File: src/rtl/sweep_acq_data_sink_pkg.sv
// Shared constants and FSM state type for the sweep-acquisition data sink.
// SWEEP_HEADER/SWEEP_TAIL are the controller framing words, used by benches.
package sweep_acq_data_sink_pkg;
  localparam logic [15:0] SWEEP_HEADER    = 16'h5341;
  localparam logic [15:0] SWEEP_TAIL      = 16'hFF45;
  localparam int          DEF_DEPTH       = 16;
  localparam int          DEF_AFULL_LEVEL = 12;

  typedef enum logic [2:0] {IDLE, STREAM, FLUSH, TRAILER, DONE} state_t;
endpackage

File: src/rtl/sweep_acq_data_sink_fifo.sv
// Single-clock DEPTH x 16 FIFO with registered read data, occupancy and flags.
module sweep_sync_fifo #(
  parameter int DEPTH = 16,
  parameter int AW    = $clog2(DEPTH)
) (
  input  logic          Clk,
  input  logic          reset_n,
  input  logic          i_wr_en,
  input  logic [15:0]   i_wr_data,
  input  logic          i_rd_en,
  output logic [15:0]   o_rd_data,
  output logic [AW:0]   o_count,
  output logic          o_empty,
  output logic          o_full
);
  logic [15:0]   r_mem [DEPTH];
  logic [AW-1:0] r_wp, r_rp;
  logic [AW:0]   r_count;
  logic [15:0]   r_rd_data;
  logic          w_rd, w_wr;

  assign o_empty   = (r_count == '0);
  assign o_full    = (r_count == (AW+1)'(DEPTH));
  assign o_count   = r_count;
  assign o_rd_data = r_rd_data;
  assign w_rd      = i_rd_en && !o_empty;
  // a full buffer still takes a word when a read frees a slot this cycle
  assign w_wr      = i_wr_en && (!o_full || w_rd);

  always_ff @(posedge Clk) begin
    if (w_wr) r_mem[r_wp] <= i_wr_data;
  end

  always_ff @(posedge Clk or negedge reset_n) begin
    if (!reset_n) begin
      r_wp      <= '0;
      r_rp      <= '0;
      r_count   <= '0;
      r_rd_data <= '0;
    end else begin
      if (w_wr) r_wp <= r_wp + 1'b1;
      if (w_rd) begin
        r_rp      <= r_rp + 1'b1;
        r_rd_data <= r_mem[r_rp];
      end
      case ({w_wr, w_rd})
        2'b10:   r_count <= r_count + 1'b1;
        2'b01:   r_count <= r_count - 1'b1;
        default: r_count <= r_count;
      endcase
    end
  end
endmodule

File: src/rtl/sweep_acq_data_sink.sv
// Sweep-acquisition data sink: buffers controller words, drains to USB FIFO,
// raises DataTransmitDone after flush. SWEEP_WORD_COUNT_EN appends a word-count trailer.
module sweep_acq_data_sink
  import sweep_acq_data_sink_pkg::*;
#(
  parameter int DEPTH       = DEF_DEPTH,
  parameter int AFULL_LEVEL = DEF_AFULL_LEVEL
) (
  input  logic        Clk,
  input  logic        reset_n,
  input  logic [15:0] SweepACQData,
  input  logic        SweepACQData_en,
  input  logic        ACQDone,
  output logic        DataTransmitDone,
  output logic        BufferAlmostFull,
  input  logic        UsbFifoFull,
  output logic [15:0] UsbFifoData,
  output logic        UsbFifoWrEn,
  output logic [15:0] WordCount,
  output logic        Overflow
);
  localparam int AW = $clog2(DEPTH);
  localparam logic [AW:0] L_AFULL = (AW+1)'(AFULL_LEVEL);

  state_t      r_state, w_state_nxt;
  logic        r_acq_d, r_rd_vld, r_dtd, r_afull, r_ovf;
  logic [15:0] r_wc;
  logic [15:0] w_rd_data, w_wc_nxt;
  logic [AW:0] w_count;
  logic        w_empty, w_full, w_rd, w_drop, w_start, w_acq_rise, w_flushed;

  sweep_sync_fifo #(.DEPTH(DEPTH), .AW(AW)) u_fifo (
    .Clk       (Clk),
    .reset_n   (reset_n),
    .i_wr_en   (SweepACQData_en),
    .i_wr_data (SweepACQData),
    .i_rd_en   (w_rd),
    .o_rd_data (w_rd_data),
    .o_count   (w_count),
    .o_empty   (w_empty),
    .o_full    (w_full)
  );

`ifdef SWEEP_WORD_COUNT_EN
  logic        r_trl_wr;
  logic [15:0] r_wc_snap;
  // the trailer owns the USB port while in TRAILER, so the buffer is not drained
  assign w_rd        = !w_empty && !UsbFifoFull && (r_state != TRAILER);
  assign UsbFifoWrEn = r_rd_vld | r_trl_wr;
  assign UsbFifoData = r_trl_wr ? r_wc_snap : w_rd_data;
`else
  assign w_rd        = !w_empty && !UsbFifoFull;
  assign UsbFifoWrEn = r_rd_vld;
  assign UsbFifoData = w_rd_data;
`endif

  assign w_drop     = SweepACQData_en && w_full && !w_rd;
  assign w_start    = (r_state == IDLE) && SweepACQData_en;
  assign w_wc_nxt   = w_start ? 16'd1 : r_wc + 16'd1;
  assign w_acq_rise = ACQDone && !r_acq_d;
  // nothing buffered, nothing on the USB port, nothing arriving
  assign w_flushed  = w_empty && !r_rd_vld && !SweepACQData_en;

  assign DataTransmitDone = r_dtd;
  assign BufferAlmostFull = r_afull;
  assign WordCount        = r_wc;
  assign Overflow         = r_ovf;

  always_comb begin
    w_state_nxt = r_state;
    case (r_state)
      IDLE:   if (SweepACQData_en) w_state_nxt = STREAM;
      STREAM: if (w_acq_rise)      w_state_nxt = FLUSH;
`ifdef SWEEP_WORD_COUNT_EN
      FLUSH:   if (w_flushed) w_state_nxt = TRAILER;
      TRAILER: if (r_trl_wr)  w_state_nxt = DONE;
`else
      FLUSH:   if (w_flushed) w_state_nxt = DONE;
`endif
      DONE: begin
        if (SweepACQData_en || !w_empty) w_state_nxt = FLUSH;
        else if (!ACQDone)               w_state_nxt = IDLE;
      end
      default: w_state_nxt = IDLE;
    endcase
  end

  always_ff @(posedge Clk or negedge reset_n) begin
    if (!reset_n) begin
      r_state  <= IDLE;
      r_acq_d  <= 1'b0;
      r_rd_vld <= 1'b0;
      r_dtd    <= 1'b0;
      r_afull  <= 1'b0;
      r_ovf    <= 1'b0;
      r_wc     <= '0;
    end else begin
      r_state  <= w_state_nxt;
      r_acq_d  <= ACQDone;
      r_rd_vld <= w_rd;
      r_dtd    <= (w_state_nxt == DONE) && ACQDone;
      r_afull  <= (w_count >= L_AFULL);
      if (SweepACQData_en) begin
        r_wc  <= w_wc_nxt;
        r_ovf <= w_start ? w_drop : (r_ovf | w_drop);
      end
    end
  end

`ifdef SWEEP_WORD_COUNT_EN
  always_ff @(posedge Clk or negedge reset_n) begin
    if (!reset_n) begin
      r_trl_wr  <= 1'b0;
      r_wc_snap <= '0;
    end else begin
      r_trl_wr <= (r_state == TRAILER) && !r_trl_wr && !UsbFifoFull;
      if (r_state == STREAM && w_acq_rise)
        r_wc_snap <= SweepACQData_en ? w_wc_nxt : r_wc;
    end
  end
`endif
endmodule

File: config.mk
export PLATFORM = sky130hd
export DESIGN_NAME = sweep_acq_data_sink
export DESIGN_NICKNAME = d
export VERILOG_FILES = /design/src/rtl/sweep_acq_data_sink_pkg.sv /design/src/rtl/sweep_acq_data_sink_fifo.sv /design/src/rtl/sweep_acq_data_sink.sv
export SDC_FILE = /design/constraint.sdc
export NUM_CORES = 1
export LEC_CHECK = 0
export CORE_MARGIN = 2
export CORE_UTILIZATION = 50
export CTS_BUF_LIST = sky130_fd_sc_hd__clkbuf_8
export DETAILED_ROUTE_END_ITERATION = 8
export PLACE_DENSITY = 0.68
export SLEW_MARGIN = 20
export SYNTH_ARGS = -nofsm -noshare
export SYNTH_HDL_FRONTEND = slang
export SYNTH_SLANG_ARGS = --single-unit
File: constraint.sdc
create_clock -name Clk -period 5.9 [get_ports Clk]
set_input_delay 0.885 -clock Clk [delete_from_list [all_inputs] [get_ports Clk]]
set_output_delay 0.885 -clock Clk [all_outputs]
set_load 0.005 [all_outputs]
==> flow_summary.toml <==
[synthesis]
syn_nets = 684
ys.flop_type = "edfxtp_1"
yosys_warnings = 0
ys_ff_latch = 309
yosys.area.top_type = "edfxtp_1"
ys_seq_area_share_pct = 73.6
async_flop_share_pct = 17.2
yosys.cell_types.count = 52
synth_top_area_share_pct = 62.8
synth_edf_count = 256
avgSynthCellArea_um2 = 18.8
synth_cells = 653
syn_area_um2 = 12200
ys_top_cells_by_area = "edfxtp_1 (63%), mux4_2 (11%), dfrtp_1 (11%)"

[sta]
fin_skew_ns = 0.0417
slew_violations = 0
relSlewSlack_pct = 40.5
post-route-period-util_pct = 60.4
setup_tns_ns = 0
hold_ws_ns = 0.451
max_freq_ghz = 0.280
hold_viol = 0
tightest_slew_ns = 0.893
final-setup-viol-count = 0
rsz0062_at_grt = "no"
fin_crit_ns = 3.57

[power_and_ir_drop]
intPower_mw = 4.52
power_frac_comb_pct = 25.5
p_sw_mw = 1.93
power_density_nw_per_um2 = 453
ir_worst_vdd_v = 0.000303
total_power_mw = 6.44
swShare_pct = 29.9
leakage_nw = 4.98
power_frac_clock_pct = 27.9
sequentialPowerShare_pct = 46.5

[worst_setup_path]
rrSetupSlack_ns = 2.41
path_cells = "clkdlybuf4s50_1 -> inv_1 -> a31oi_2 -> inv_1 -> ha_1 -> xor2_1 -> ha_1 -> o211a_1 -> o21ai_0 -> o41ai_1 -> nor4b_1"
crit_path_end_kind = "register"
reg2reg_depth = 11
cpPeakStageDelay_ns = 0.70
rr_startpoint = "u_fifo.o_count[1]"
critPathSlowestCell = "clkdlybuf4s50_1"
cp_max_fo = 13
arrival_ns = 4.03
critPathKind = "primary input to register"
start_kind = "primary input"
cp.required_ns = 6.36
r2r_end = "u_fifo.o_count[4]"

[clock_network]
cts_root_buf = "clkbuf_8"
cts_max_level = 2
clk_latency_ns = 0.59
cts_sinks = 309
clk_pin_slew_ns = 0.06
cts_tree = "built"
numCtsBuffers = 51
cts_max_path_buffers = 3
post-cts-setup-buffer-count = 0
holdBufCountCts = 0
cts.repair.resized = 0

[drt]
detail_route.wl_per_cell_um = 23.1
drcViolationCount = 0
vias_per_cell = 5.87
dr.pass1.iters = 5
num_vias = 6541
drt_wl_total_mm = 25.8
drt_iter0_drc = 710
antenna_left = 0

[global_route]
antenna_found_initial = 0
grt_pass1_wl_mm = 39.7
track_usage_pct = 20.6
grt_max_degree = 54
grt_pass1_vias = 6800
overflow = 0

[floorplanning]
die_h_um = 161
rows = 57
die_x_um = 161
die_area_um2 = 25800
start_util_pct = 50.7
io_pins = 57
core_area_um2 = 24200

[final_layout]
layout-drive-gt1-share_pct = 21.1
finish.net_count = 782
num_antenna_cells = 0
finalCoreUtilization_pct = 58.9
final_cells = 1115
syn_to_final_growth_pct = 16.2

[placed_design]
gp_congestion = 0.852
port_buffers = 56
dp.cells = 1022
dpl.hpwl_mm = 15.1

[run]
timing.max_cap.violations = 0

[worst_hold_path]
hp-class = "primary input to asynchronous set/reset pin"

[status]
outcome = "completed"
state kept, by name (all words and copies together), names as in the netlist:
signal and flops:
BufferAlmostFull 1, u_fifo.r_rp 4, UsbFifoWrEn 1, r_acq_d 1
r_state 3, u_fifo.r_wp 4, u_fifo.r_mem 256, u_fifo.o_count 5
Overflow 1, u_fifo.o_rd_data 16, WordCount 16, DataTransmitDone 1
layer usage:
| metal | vias up | part of all wire [%] | track usage, % |
|---|---|---|---|
| met4 | 0 | 2.5 | 6.92 |
| met1 | 3371 | 40 | 27.4 |
| met3 | 61 | 7.9 | 4.80 |
| met2 | 279 | 50 | 34.1 |
| met5 | - | 0 | 0 |
| li1 | 2830 | - | - |
logic make-up after synthesis:
family                   after synthesis  synth area share (%)
AO/OA/AOI/OAI                         84                  4.65
buffers and inverters                 44                  1.82
AND/OR/NAND/NOR                      110                  4.47
XOR/XNOR                              15                  1.07
flip-flops                           309                  73.6
adder cells (fa/ha/maj)               10                  1.02
multiplexers                          81                  13.4
cells in the final DEF, fill, tap and decap left out, types with 6 or more instances in the layout:
| cell type | n |
|---|---|
| edfxtp_1 | 256 |
| mux4_2 | 62 |
| clkbuf_8 | 58 |
| clkdlybuf4s50_1 | 55 |
| dfrtp_1 | 51 |
| inv_1 | 29 |
| nand2_1 | 29 |
| nor2_1 | 27 |
| buf_4 | 22 |
| a21o_1 | 16 |
| mux2i_1 | 15 |
| o22ai_1 | 15 |
| a211oi_1 | 15 |
| o21ai_0 | 14 |
| nand3_1 | 12 |
| ha_1 | 10 |
| a21oi_1 | 9 |
| xnor2_1 | 8 |
| xor2_1 | 7 |
| clkinv_2 | 7 |
| nand4_1 | 6 |
| clkinv_1 | 6 |
cell usage after synthesis (all sizes together), types with 3 or more instances:
cell,count
nor2,27
nor3,8
a21o,16
inv,11
xnor2,8
nand4,6
or3,3
xor2,7
clkbuf,11
ha,10
dfrtp,53
nand2b,4
mux4,65
a211oi,15
and3,4
a21oi,9
o22ai,15
edfxtp,256
buf,22
o21ai,14
nand2,29
nor2b,3
nand3,12
mux2i,15
stage by stage:
stage / instance area [um2] / worst slack (ns)
3_3_place_gp: 13200 / 1.92
6_report: 14200 / 2.33
4_1_cts: 14200 / 2.39
5_1_grt: 14200 / 2.14
2_1_floorplan: 12200 / 2.86
3_5_place_dp: 13200 / 1.80
final cells by class:
cell class,count,area [um2]
repair buffers,78,721
clock buffers,58,798
well taps,324,405
fillers,1735,9950
clock inverters,35,213
multi-input cells,300,3030
flip-flops and latches,309,9020
inverters,11,41.3
how the worst max path moves through the flow:
stage,from,endpoint,depth (start not counted)
2_1_floorplan,SweepACQData_en,u_fifo.r_mem[3][0],4
3_3_place_gp,SweepACQData_en,u_fifo.o_count[4],11
3_5_place_dp,SweepACQData_en,u_fifo.o_count[4],11
4_1_cts,SweepACQData_en,u_fifo.o_count[4],11
5_1_grt,SweepACQData_en,u_fifo.o_count[4],11
6_report,SweepACQData_en,u_fifo.o_count[4],11
power by group through the flow:
stage | clock network [mW] | logic, mW | registers [mW]
6_report | 1.80 | 1.65 | 3.00
5_1_grt | 1.94 | 1.77 | 3.04
4_1_cts | 1.84 | 1.66 | 3.00
3_5_place_dp | 0 | 1.65 | 3.04
3_3_place_gp | 0 | 1.63 | 3.02
2_1_floorplan | 0 | 1.27 | 2.83
worst max-delay path: cells and delay by family:
kind                     cells  cell delay (ns)
buffers and inverters        3             1.05
AO/OA/AOI/OAI                4             1.03
adder cells (fa/ha/maj)      2             0.59
AND/OR/NAND/NOR              1             0.27
XOR/XNOR                     1             0.19
No activity file was read; power rests on OpenSTA's default activity.
==> RTL edit: new RTL, same flow settings <==
Put one more register stage on the output `WordCount`, with the module's reset. The value now appears one clock later. The other outputs are not delayed to match.
--- a/src/rtl/sweep_acq_data_sink.sv
+++ b/src/rtl/sweep_acq_data_sink.sv
@@ -63,7 +63,13 @@
 
   assign DataTransmitDone = r_dtd;
   assign BufferAlmostFull = r_afull;
-  assign WordCount        = r_wc;
+  always_ff @(posedge Clk or negedge reset_n) begin
+    if (!reset_n) begin
+      WordCount <= '0;
+    end else begin
+      WordCount <= r_wc;
+    end
+  end
   assign Overflow         = r_ovf;
 
   always_comb begin
Behaviour: not the same (Yosys sat finds a counterexample within 4 cycles, from zero or initial values and one cycle with reset_n low).
==> RTL edit against the unedited design <==
- final area rose by 2.1%
- wire length down 2.9%
- power up 0.61%
- critical path depth did not move
- via count fell by 0.14%
- sequential cell count rose by 16
- synthesized area grew 3.2%
- worst setup slack got worse by 0.43 ns
- die area is 3.1% higher
- clock power down 7%
- largest power group unchanged
==> RTL edit: results (changes against the unedited design) <==
outcome -> finished clean (unchanged)
VDD IR-drop max -> 0.307 mV (was 0.303 mV)
worst slew pin tran -> 0.896 ns (was 0.893 ns)
clock skew -> 0.0225 ns (was 0.0417 ns)
top post-synthesis cells by count -> edfxtp_1, dfrtp_1, mux4_2, nand2_1, nor2_1 (was edfxtp_1, mux4_2, dfrtp_1, nand2_1, nor2_1)
count of flip-flops with a built-in enable after synthesis -> 256 (unchanged)
Pre-Repair DR Iteration Count -> 5 (unchanged)
initial antenna violation count -> 0 (unchanged)
setup bufs post-CTS -> 0 (unchanged)
max reg flops -> 256 (unchanged)
gr usage total -> 19.8% (was 20.6%)
Diodes inserted -> 0 (unchanged)
largest net degree at the start of global routing -> 70 (was 54)
CTS H-tree lvls -> 2 (unchanged)
sequential element share of the synthesized area -> 74.5% (was 73.6%)
DP Wirelength -> 15.7 mm (was 15.1 mm)
Largest stage delay, worst path -> 0.69 ns
Routed Wire Length -> 25.1 mm (was 25.8 mm)
GP Congestion -> 0.779 (was 0.852)
first-pass GRT wire length -> 39.7 mm (about the same)
antenna-violating nets left -> 0 (unchanged)
DP Area -> 13600 sq um (was 13200 sq um)
Slowest cell on crit path -> clkdlybuf4s50_1 (unchanged)
Port Buf Inserts -> 56 (unchanged)
worst min-delay path class -> register to register (was input port to async pin)
CTS root buf -> clkbuf_8 (unchanged)
fillers -> 1889 (was 1735)
vias in the first global route -> 6954 (was 6800)
CTS max path bufs -> 3 (unchanged)
syn_nets -> 697 (was 684)
nets -> 793 (was 782)
largest reg by FF count -> u_fifo.r_mem (unchanged)
via count -> 6532 (was 6541)
Lkg Pwr -> 5.17 nW (was 4.98 nW)
DRT iter0 DRCs -> 634 (was 710)
share of layout cells above drive strength 1 -> 19.3% (was 21.1%)
Yosys warnings -> 0 (unchanged)
Synth area leaders -> edfxtp_1, dfrtp_1, mux4_2 (was edfxtp_1, mux4_2, dfrtp_1)
clock transition at the registers of the reported paths -> 0.06 ns (about the same)
clock buffer count from CTS -> 50 (was 51)
worst skew pair latency -> 0.56 ns (was 0.59 ns)
Synth async-reset ratio -> 21.2% (was 17.2%)
Critical Path Fanout Max -> 11 (was 13)
post_cts resized -> 0 (unchanged)
Arr. time, crit path -> 4.38 ns (was 4.03 ns)
Synth cell types -> 51 (was 52)
## RTL edit: worst paths after layout
path                                   start                end  slack, ns  depth (start not counted)
max                          SweepACQData_en  u_fifo.o_count[4]       1.91                         11
min                                 r_wc[15]      WordCount[15]       0.40                          0
max reg2reg                u_fifo.o_count[1]  u_fifo.o_count[4]       2.15                         11
min reg2reg                         r_wc[15]      WordCount[15]       0.40                          0
max in group asynchronous            reset_n     u_fifo.r_rp[2]       4.76                          1
min in group asynchronous            reset_n  u_fifo.o_count[3]       0.46                          1
## RTL edit: critical path, delay by kind of cell
kind | cells | cell delay, ns
XOR/XNOR | 1 | 0.20
AND/OR/NAND/NOR | 2 | 0.59
adder cells (fa/ha/maj) | 2 | 0.60
buffers and inverters | 3 | 1.14
AO/OA/AOI/OAI | 3 | 0.95
## RTL edit: layout make-up
cell class / count / area (sq um) / share of cell area, %
sequential: 325 / 9420 / 64.8
clock buffer: 54 / 743 / 5.12
inverter: 12 / 45.0 / 0.310
tap: 330 / 413 / 2.84
multi-input combinational: 296 / 3020 / 20.8
timing repair buffer: 77 / 716 / 4.93
clock inverter: 36 / 176 / 1.21
## RTL edit: power by group
group          switching (mW)  total (mW)  internal [mW]
logic                   0.839        1.69          0.855
clock network           0.800        1.68          0.885
registers               0.302        3.10           2.80
## RTL edit: per-layer routing
layer | share of wire (%) | track usage (%) | vias to the layer above
met4 | 2.0 | 5.83 | 0
met5 | 0 | 0 | -
met3 | 5.5 | 3.39 | 49
met1 | 45 | 28.7 | 3397
met2 | 48 | 31.5 | 228
li1 | - | - | 2858
## RTL edit: cells by family (layout without fill, tap and decap cells)
group	after synthesis	in the layout	synth area share, %
AO/OA/AOI/OAI	78	78	4.25
XOR/XNOR	17	17	1.18
adder cells (fa/ha/maj)	10	10	0.990
buffers and inverters	45	179	1.79
flip-flops	325	325	74.5
multiplexers	82	82	13.0
AND/OR/NAND/NOR	109	109	4.27
## RTL edit: stage by stage
stage	utilization, %	instances	setup WS, ns
floorplan	-	666	2.58
global placement	54.5	1040	1.82
detailed placement	54.5	1040	1.50
CTS	58.2	1130	2.11
global route	58.2	1130	1.65
finish	58.2	1130	1.91
